`src/rtl/openhw_cache_fill_seq_pkg.sv`:
```
// rtl/openhw_cache_fill_seq_pkg.sv - shared types and helpers for the cache line-fill sequencer
package openhw_cache_fill_seq_pkg;

   typedef enum logic [1:0] {
      FILL_IDLE,
      FILL_ACTIVE,
      FILL_DONE
   } fill_state_e;

   function automatic int calc_bpw(input int width, input int busw);
      return width / busw;
   endfunction

endpackage

```
`src/rtl/openhw_cache_fill_seq_if.sv`:
```
// rtl/openhw_cache_fill_seq_if.sv - fill request, beat stream, read lookup and RAM port bundle
interface openhw_cache_fill_seq_if #(
   parameter int DEPTH = 64,
   parameter int WIDTH = 128,
   parameter int BUSW  = 64
);
   localparam int AW = $clog2(DEPTH);

   logic             fill_req;
   logic             fill_ready;
   logic [AW-1:0]    fill_addr;
   logic             abort;
   logic             beat_valid;
   logic             beat_ready;
   logic [BUSW-1:0]  beat_data;
   logic             fill_done;
   logic             rd_req;
   logic [AW-1:0]    rd_addr;
   logic             rd_gnt;
   logic             ram_ce;
   logic             ram_we;
   logic [AW-1:0]    ram_addr;
   logic [WIDTH-1:0] ram_din;

   modport slave (
      input  fill_req, fill_addr, abort, beat_valid, beat_data, rd_req, rd_addr,
      output fill_ready, beat_ready, fill_done, rd_gnt, ram_ce, ram_we, ram_addr, ram_din
   );

   modport master (
      output fill_req, fill_addr, abort, beat_valid, beat_data, rd_req, rd_addr,
      input  fill_ready, beat_ready, fill_done, rd_gnt, ram_ce, ram_we, ram_addr, ram_din
   );

endinterface

```
`src/rtl/openhw_cache_fill_seq_packer.sv`:
```
// rtl/openhw_cache_fill_seq_packer.sv - packs bus beats into RAM-width words
module openhw_fill_beat_packer
   import openhw_cache_fill_seq_pkg::*;
#(
   parameter int WIDTH = 128,
   parameter int BUSW  = 64
) (
   input  logic             clk,
   input  logic             reset_n,
   input  logic             clear,
   input  logic             beat_fire,
   input  logic [BUSW-1:0]  beat_data,
   output logic             word_complete,
   output logic [WIDTH-1:0] word_data
);
   localparam int BPW = calc_bpw(WIDTH, BUSW);

   generate
      if (BPW == 1) begin : g_direct
         logic unused;
         assign unused        = clear ^ clk ^ reset_n;
         assign word_complete = beat_fire;
         assign word_data     = beat_data;
      end else begin : g_pack
         localparam int BCW = $clog2(BPW);
         localparam int PW  = (BPW - 1) * BUSW;

         logic [BCW-1:0] bcnt_q, bcnt_d;
         logic [PW-1:0]  pack_q, pack_d;
         logic           last_slot;

         assign last_slot = (bcnt_q == BCW'(BPW - 1));

         // The final beat bypasses the register so the word is written with no bubble.
         always_comb begin
            bcnt_d = bcnt_q;
            pack_d = pack_q;
            if (clear) begin
               bcnt_d = '0;
            end else if (beat_fire) begin
               if (last_slot) begin
                  bcnt_d = '0;
               end else begin
                  bcnt_d = bcnt_q + BCW'(1);
                  pack_d[bcnt_q*BUSW +: BUSW] = beat_data;
               end
            end
         end

         always_ff @(posedge clk or negedge reset_n) begin
            if (!reset_n) begin
               bcnt_q <= '0;
               pack_q <= '0;
            end else begin
               bcnt_q <= bcnt_d;
               pack_q <= pack_d;
            end
         end

         assign word_complete = beat_fire & last_slot;
         assign word_data     = {beat_data, pack_q};
      end
   endgenerate

endmodule

```
`src/rtl/openhw_cache_fill_seq.sv`:
```
// rtl/openhw_cache_fill_seq.sv - critical-word-first line fill sequencer with RAM port arbitration
module openhw_cache_fill_seq
   import openhw_cache_fill_seq_pkg::*;
#(
   parameter int DEPTH = 64,
   parameter int WIDTH = 128,
   parameter int BUSW  = 64,
   parameter int WORDS = 4
) (
   input  logic                   clk,
   input  logic                   reset_n,
   openhw_cache_fill_seq_if.slave bus
);
   localparam int            AW        = $clog2(DEPTH);
   localparam int            OW        = (WORDS > 1) ? $clog2(WORDS) : 1;
   localparam logic [AW-1:0] LINE_MASK = AW'(WORDS - 1);

   fill_state_e    state_q, state_d;
   logic [AW-1:0]  base_q, base_d;
   logic [OW-1:0]  woff_q, woff_d;
   logic [OW-1:0]  wcnt_q, wcnt_d;

   logic             beat_fire;
   logic             pack_clear;
   logic             word_complete;
   logic [WIDTH-1:0] word_data;
   logic [AW-1:0]    wr_addr;
   logic             last_word;

   assign bus.fill_ready = (state_q == FILL_IDLE);
   assign bus.beat_ready = (state_q == FILL_ACTIVE) & ~bus.abort;
   assign bus.fill_done  = (state_q == FILL_DONE);
   assign beat_fire      = bus.beat_valid & bus.beat_ready;
   assign pack_clear     = ((state_q == FILL_IDLE) & bus.fill_req) |
                           ((state_q == FILL_ACTIVE) & bus.abort);

   openhw_fill_beat_packer #(
      .WIDTH (WIDTH),
      .BUSW  (BUSW)
   ) u_packer (
      .clk           (clk),
      .reset_n       (reset_n),
      .clear         (pack_clear),
      .beat_fire     (beat_fire),
      .beat_data     (bus.beat_data),
      .word_complete (word_complete),
      .word_data     (word_data)
   );

   // Offset arithmetic wraps inside the line, giving critical-word-first order.
   assign wr_addr   = base_q | (AW'(woff_q + wcnt_q) & LINE_MASK);
   assign last_word = (wcnt_q == OW'(WORDS - 1));

   assign bus.ram_we   = word_complete;
   assign bus.rd_gnt   = bus.rd_req & ~bus.ram_we;
   assign bus.ram_ce   = bus.ram_we | bus.rd_gnt;
   assign bus.ram_addr = bus.ram_we ? wr_addr : bus.rd_addr;
   assign bus.ram_din  = word_data;

   always_comb begin
      state_d = state_q;
      base_d  = base_q;
      woff_d  = woff_q;
      wcnt_d  = wcnt_q;
      unique case (state_q)
         FILL_IDLE: begin
            if (bus.fill_req) begin
               state_d = FILL_ACTIVE;
               base_d  = bus.fill_addr & ~LINE_MASK;
               woff_d  = OW'(bus.fill_addr & LINE_MASK);
               wcnt_d  = '0;
            end
         end
         FILL_ACTIVE: begin
            if (bus.abort) begin
               state_d = FILL_IDLE;
               wcnt_d  = '0;
               woff_d  = '0;
            end else if (word_complete) begin
               wcnt_d = wcnt_q + OW'(1);
               if (last_word) begin
                  state_d = FILL_DONE;
                  wcnt_d  = '0;
               end
            end
         end
         FILL_DONE: begin
            state_d = FILL_IDLE;
         end
         default: begin
            state_d = FILL_IDLE;
         end
      endcase
   end

   always_ff @(posedge clk or negedge reset_n) begin
      if (!reset_n) begin
         state_q <= FILL_IDLE;
         base_q  <= '0;
         woff_q  <= '0;
         wcnt_q  <= '0;
      end else begin
         state_q <= state_d;
         base_q  <= base_d;
         woff_q  <= woff_d;
         wcnt_q  <= wcnt_d;
      end
   end

endmodule

```
`src/flat_wrapper.sv`:
```
// flat-port wrapper written by rule: the top's interface ports become plain ports
module openhw_cache_fill_seq_flat import openhw_cache_fill_seq_pkg::*;
#(
   parameter int DEPTH = 64,
   parameter int WIDTH = 128,
   parameter int BUSW  = 64,
   parameter int WORDS = 4
)
  (clk, reset_n, bus_fill_req, bus_fill_addr, bus_abort, bus_beat_valid, bus_beat_data, bus_rd_req, bus_rd_addr, bus_fill_ready, bus_beat_ready, bus_fill_done, bus_rd_gnt, bus_ram_ce, bus_ram_we, bus_ram_addr, bus_ram_din);
  openhw_cache_fill_seq_if #(.DEPTH(DEPTH), .WIDTH(WIDTH), .BUSW(BUSW)) bus_i ();
  input  logic clk;
  input  logic reset_n;
  input wire logic [$bits(bus_i.fill_req)-1:0] bus_fill_req;
  input wire logic [$bits(bus_i.fill_addr)-1:0] bus_fill_addr;
  input wire logic [$bits(bus_i.abort)-1:0] bus_abort;
  input wire logic [$bits(bus_i.beat_valid)-1:0] bus_beat_valid;
  input wire logic [$bits(bus_i.beat_data)-1:0] bus_beat_data;
  input wire logic [$bits(bus_i.rd_req)-1:0] bus_rd_req;
  input wire logic [$bits(bus_i.rd_addr)-1:0] bus_rd_addr;
  output wire logic [$bits(bus_i.fill_ready)-1:0] bus_fill_ready;
  output wire logic [$bits(bus_i.beat_ready)-1:0] bus_beat_ready;
  output wire logic [$bits(bus_i.fill_done)-1:0] bus_fill_done;
  output wire logic [$bits(bus_i.rd_gnt)-1:0] bus_rd_gnt;
  output wire logic [$bits(bus_i.ram_ce)-1:0] bus_ram_ce;
  output wire logic [$bits(bus_i.ram_we)-1:0] bus_ram_we;
  output wire logic [$bits(bus_i.ram_addr)-1:0] bus_ram_addr;
  output wire logic [$bits(bus_i.ram_din)-1:0] bus_ram_din;
  assign bus_i.fill_req = bus_fill_req;
  assign bus_i.fill_addr = bus_fill_addr;
  assign bus_i.abort = bus_abort;
  assign bus_i.beat_valid = bus_beat_valid;
  assign bus_i.beat_data = bus_beat_data;
  assign bus_i.rd_req = bus_rd_req;
  assign bus_i.rd_addr = bus_rd_addr;
  assign bus_fill_ready = bus_i.fill_ready;
  assign bus_beat_ready = bus_i.beat_ready;
  assign bus_fill_done = bus_i.fill_done;
  assign bus_rd_gnt = bus_i.rd_gnt;
  assign bus_ram_ce = bus_i.ram_ce;
  assign bus_ram_we = bus_i.ram_we;
  assign bus_ram_addr = bus_i.ram_addr;
  assign bus_ram_din = bus_i.ram_din;
  openhw_cache_fill_seq #(.DEPTH(DEPTH), .WIDTH(WIDTH), .BUSW(BUSW), .WORDS(WORDS)) u_core (.clk(clk), .reset_n(reset_n), .bus(bus_i));
endmodule
```
`config.mk`:
```
export PLATFORM = sky130hd
export DESIGN_NAME = openhw_cache_fill_seq_flat
export DESIGN_NICKNAME = d
export VERILOG_FILES = /design/src/rtl/openhw_cache_fill_seq_pkg.sv /design/src/rtl/openhw_cache_fill_seq_if.sv /design/src/rtl/openhw_cache_fill_seq_packer.sv /design/src/rtl/openhw_cache_fill_seq.sv /design/src/flat_wrapper.sv
export SDC_FILE = /design/constraint.sdc
export NUM_CORES = 1
export LEC_CHECK = 0
export ABC_CLOCK_PERIOD_IN_PS = 1800
export BUFFER_PORTS_ARGS = -buffer_cell sky130_fd_sc_hd__buf_2
export CORE_AREA = 2 2 100 102
export DETAILED_ROUTE_END_ITERATION = 8
export DIE_AREA = 0 0 102 104
export MAX_ROUTING_LAYER = met4
export PLACE_DENSITY_LB_ADDON = 0.05
export SYNTH_ARGS = -nofsm -noshare
export SYNTH_HDL_FRONTEND = slang
export SYNTH_SLANG_ARGS = --single-unit
```
`constraint.sdc`:
```
create_clock -name clk -period 1.8 [get_ports clk]
set_clock_uncertainty 0.05 [all_clocks]
set_input_delay 0.36 -clock clk [delete_from_list [all_inputs] [get_ports clk]]
set_output_delay 0.36 -clock clk [all_outputs]
set_load 0.01 [all_outputs]
```
==> impl_table.tex <==
\begin{tabular}{lr}
\hline
Metric & Value \\
\hline
\multicolumn{2}{l}{\textbf{Status}} \\
Status & complete, but fails checks \\
Failing checks & setup timing \\
\multicolumn{2}{l}{\textbf{Floorplanning}} \\
Number of I/O pins & 222 \\
Core Box Area & 0.009549 sq mm \\
Starting utilization of the core area & 0.3901 \\
Area enclosed by the die boundary & 0.01061 sq mm \\
Placement row count & 36 \\
Width of the die & 102 microns \\
DIE HEIGHT & 104 microns \\
\multicolumn{2}{l}{\textbf{STA}} \\
Share of the cycle needed by the critical path after routing & 1.221 \\
Pin slew with the least headroom to its limit & 419.9 ps \\
Final slew viol count & 0 \\
Setup repair after global routing missed its margin & yes \\
Max transition margin & 0.7201 \\
Finish-stage setup viols & 74 \\
Time the worst path needs with I/O delays and setup & 2198 ps \\
Smallest setup slack after layout & -398.2 ps \\
Final setup TNS & -9364 ps \\
Achievable Freq & 0.4549 GHz \\
Number of endpoints with negative hold slack in the final report & 0 \\
\multicolumn{2}{l}{\textbf{Global route}} \\
M1 GR Usage & 0.2017 \\
Number of global-route vias before repair & 2449 \\
Combined global-route utilization of all metal layers & 0.1631 \\
Total global routing overflow & 0 \\
Global-route met3 utilization & 0.02621 \\
Antenna violations before repair & 0 \\
Global-route wire length before repair & 12.90 mm \\
Top Usage Layer GRT & met2 \\
GR Util met2 & 0.2674 \\
Pin count of the biggest net entering global routing & 76 \\
\multicolumn{2}{l}{\textbf{Setup path}} \\
Crit end category & primary output \\
Critical path cell sequence & or3b\_4 > nor2\_4 > buf\_12 > mux2\_4 > buf\_6 \\
Worst-path cell with the longest stage delay & or3b\_4 \\
Endpoint required time on the critical path & 1390 ps \\
Classification of the worst setup path & register to primary output \\
Startpoint kind of the worst setup timing path & register \\
Cell family with the largest share of critical-path delay & simple AND/OR/NAND/NOR gates \\
Worst Path Arrival & 1790 ps \\
Largest fanout of any net on the critical path & 8 \\
Largest stage delay on the critical path & 400 ps \\
CP Buf/Inv Count & 2 \\
\multicolumn{2}{l}{\textbf{Route}} \\
Via count normalized by instance count & 4.320 \\
Via count & 2510 \\
Mean routed wirelength per cell & 14.73 microns \\
Antenna violation net count after detailed routing & 0 \\
Pre-antenna DRT Iters & 4 \\
Remaining DRCs & 0 \\
Number of DRC violations after detailed-routing iteration 0 & 57 \\
Total Routed Length & 8.557 mm \\
\multicolumn{2}{l}{\textbf{Placed design}} \\
RD Place Congestion & 0.7217 \\
Post-placement cell count & 549 \\
Number of buffers inserted by port buffering & 221 \\
Pre-CTS WS & -190.3 ps \\
Detailed-placement wirelength estimate & 5.592 mm \\
\multicolumn{2}{l}{\textbf{Hold path}} \\
Classification of the worst-slack hold path & primary input to register \\
\multicolumn{2}{l}{\textbf{Finish}} \\
Final standard cell count with taps included and fillers excluded & 581 \\
Ant. Diodes & 0 \\
Final core utilization & 0.5385 \\
Fill count & 874 \\
Final net count & 527 \\
Most common library cell in the layout ignoring fill and taps & buf\_2 \\
Most used cells in the layout excluding fill and tap cells & 211 x buf\_2, 75 x dfrtp\_1, 67 x mux2\_4 \\
Fraction of final layout cells sized beyond drive strength 1 & 0.7612 \\
Growth of design area from synthesis to finish & 38.06\% \\
\multicolumn{2}{l}{\textbf{Pwr}} \\
Power density over cell area & 1154 mW/mm\^{}2 \\
Leakage power & 0.002850 uW \\
Peak VDD IR & 0.0005138 V \\
\multicolumn{2}{l}{\textbf{Clocking}} \\
Root buffer selected by CTS & clkbuf\_8 \\
Worst-skew pair later-pin latency & 340 ps \\
TritonCTS buffer count & 9 \\
Clock tree from TritonCTS & done \\
CTS Buffer Depth & 2 \\
H-tree Lvls & 3 \\
Clock-pin slew of the registers on the worst-case setup and hold paths & 80 ps \\
Number of clock sinks & 75 \\
\multicolumn{2}{l}{\textbf{Logic synthesis}} \\
Portion of synthesized cell area occupied by the leading cell type & 0.5039 \\
Number of nets in the synthesized netlist & 340 \\
Cell area after technology mapping & 0.003725 sq mm \\
Post-synthesis register bit count & 75 \\
Warning count from the yosys run & 0 \\
Gate Count Post-Synth & 256 \\
Area contributors post-synth & dfrtp\_1 50\%, mux2\_4 24\%, buf\_4 13\% \\
Count of distinct cell types in the synthesized netlist & 23 \\
Sequential-to-total area share from yosys stat & 0.5039 \\
Cell taking the most area after synthesis & dfrtp\_1 \\
Synthesized area per cell & 14.55 sq um \\
\multicolumn{2}{l}{\textbf{Run}} \\
Max Cap Viol & 0 \\
\hline
\end{tabular}
area by class of cell:
class	count	area, sq um	area share
Sequential cell	75	1877	0.3650
Timing Repair Buffer	247	1575	0.3063
Multi-Input combinational cell	108	1311	0.2550
Tap cell	133	166.4	0.03236
Clock buffer	10	137.6	0.02676
Clock inverter	6	65.06	0.01265
Inverter	2	10.01	0.001946
final timing paths:
check | startpoint | to | cells after the start | slack (ps)
setup reg to reg | u_core.state_q[1] | u_core.u_packer.g_pack.pack_q[40] | 8 | -200
hold reg to reg | u_core.u_packer.g_pack.pack_q[36] | u_core.u_packer.g_pack.pack_q[36] | 1 | 460
setup / recovery | u_core.state_q[1] | bus_ram_addr[5] | 5 | -400
max in group asynchronous | reset_n | u_core.wcnt_q[0] | 3 | 830
hold / removal | bus_fill_addr[4] | u_core.base_q[4] | 2 | 200
min in group asynchronous | reset_n | u_core.u_packer.g_pack.pack_q[47] | 3 | 510
flip-flops by register name (all words and copies together) (netlist names):
| signal | cells |
|---|---|
| u_core.u_packer.g_pack.pack_q | 64 |
| u_core.base_q | 4 |
| u_core.state_q | 2 |
| u_core.wcnt_q | 2 |
| u_core.woff_q | 2 |
| u_core.u_packer.g_pack.bcnt_q | 1 |
layer usage:
metal  part of all wire  up-vias  routed length (microns)
met5                  0        -                        0
met4             0.0051        0                       44
met3              0.067        6                      570
met2               0.51      130                     4387
met1               0.42     1194                     3555
li1                   -     1180                        -
through the flow:
stage          total power (uW)  hold slack [ps]  cell area (sq um)
6_report                   5933            197.3               5142
5_1_grt                    6276            183.7               5142
4_1_cts                    6033            175.6               5186
3_5_place_dp               4526            365.2               4593
3_3_place_gp               4514            365.9               4593
2_1_floorplan              3754            14.41               3752
repair_timing:
action | in CTS | in global routing
pin swaps | 0 | 1
hold buffers | 1 | 0
hold endpoints to repair | 69 | 0
setup buffers | 8 | 6
gates resized for setup | 22 | 7
setup endpoints to repair | 72 | 74
gates cloned | 7 | 0
cell families (layout without fill, tap and decap cells):
group	after synthesis	after routing	share of synthesized area
DFF	75	75	0.5039
buffers and inverters	73	265	0.1525
AOI/OAI and AO/OA	9	9	0.01344
muxes	76	76	0.2899
adders and majority gates	2	2	0.006717
xor gates and xnor gates	2	2	0.004704
and+or+nand+nor	19	19	0.02889
cell usage after synthesis (all sizes together):
| library cell | count |
|---|---|
| nand2 | 2 |
| mux2i | 1 |
| ha | 2 |
| nor2b | 7 |
| mux2 | 75 |
| nor3 | 1 |
| nor2 | 5 |
| or2 | 1 |
| or3b | 1 |
| o21ai | 4 |
| buf | 71 |
| xnor2 | 2 |
| nand3b | 1 |
| clkinv | 1 |
| a21o | 1 |
| inv | 1 |
| a211oi | 1 |
| a21oi | 3 |
| dfrtp | 75 |
| nand3 | 1 |
report_power, final:
part / total [uW] / internal, uW / leakage (uW) / switching, uW
combinational: 2130 / 1260 / 0.00185 / 868
clock: 1330 / 679 / 0.000102 / 648
sequential: 2480 / 2200 / 0.000896 / 271
total: 5930 / 4150 / 0.00285 / 1790
(Power assumes the default switching activity.)
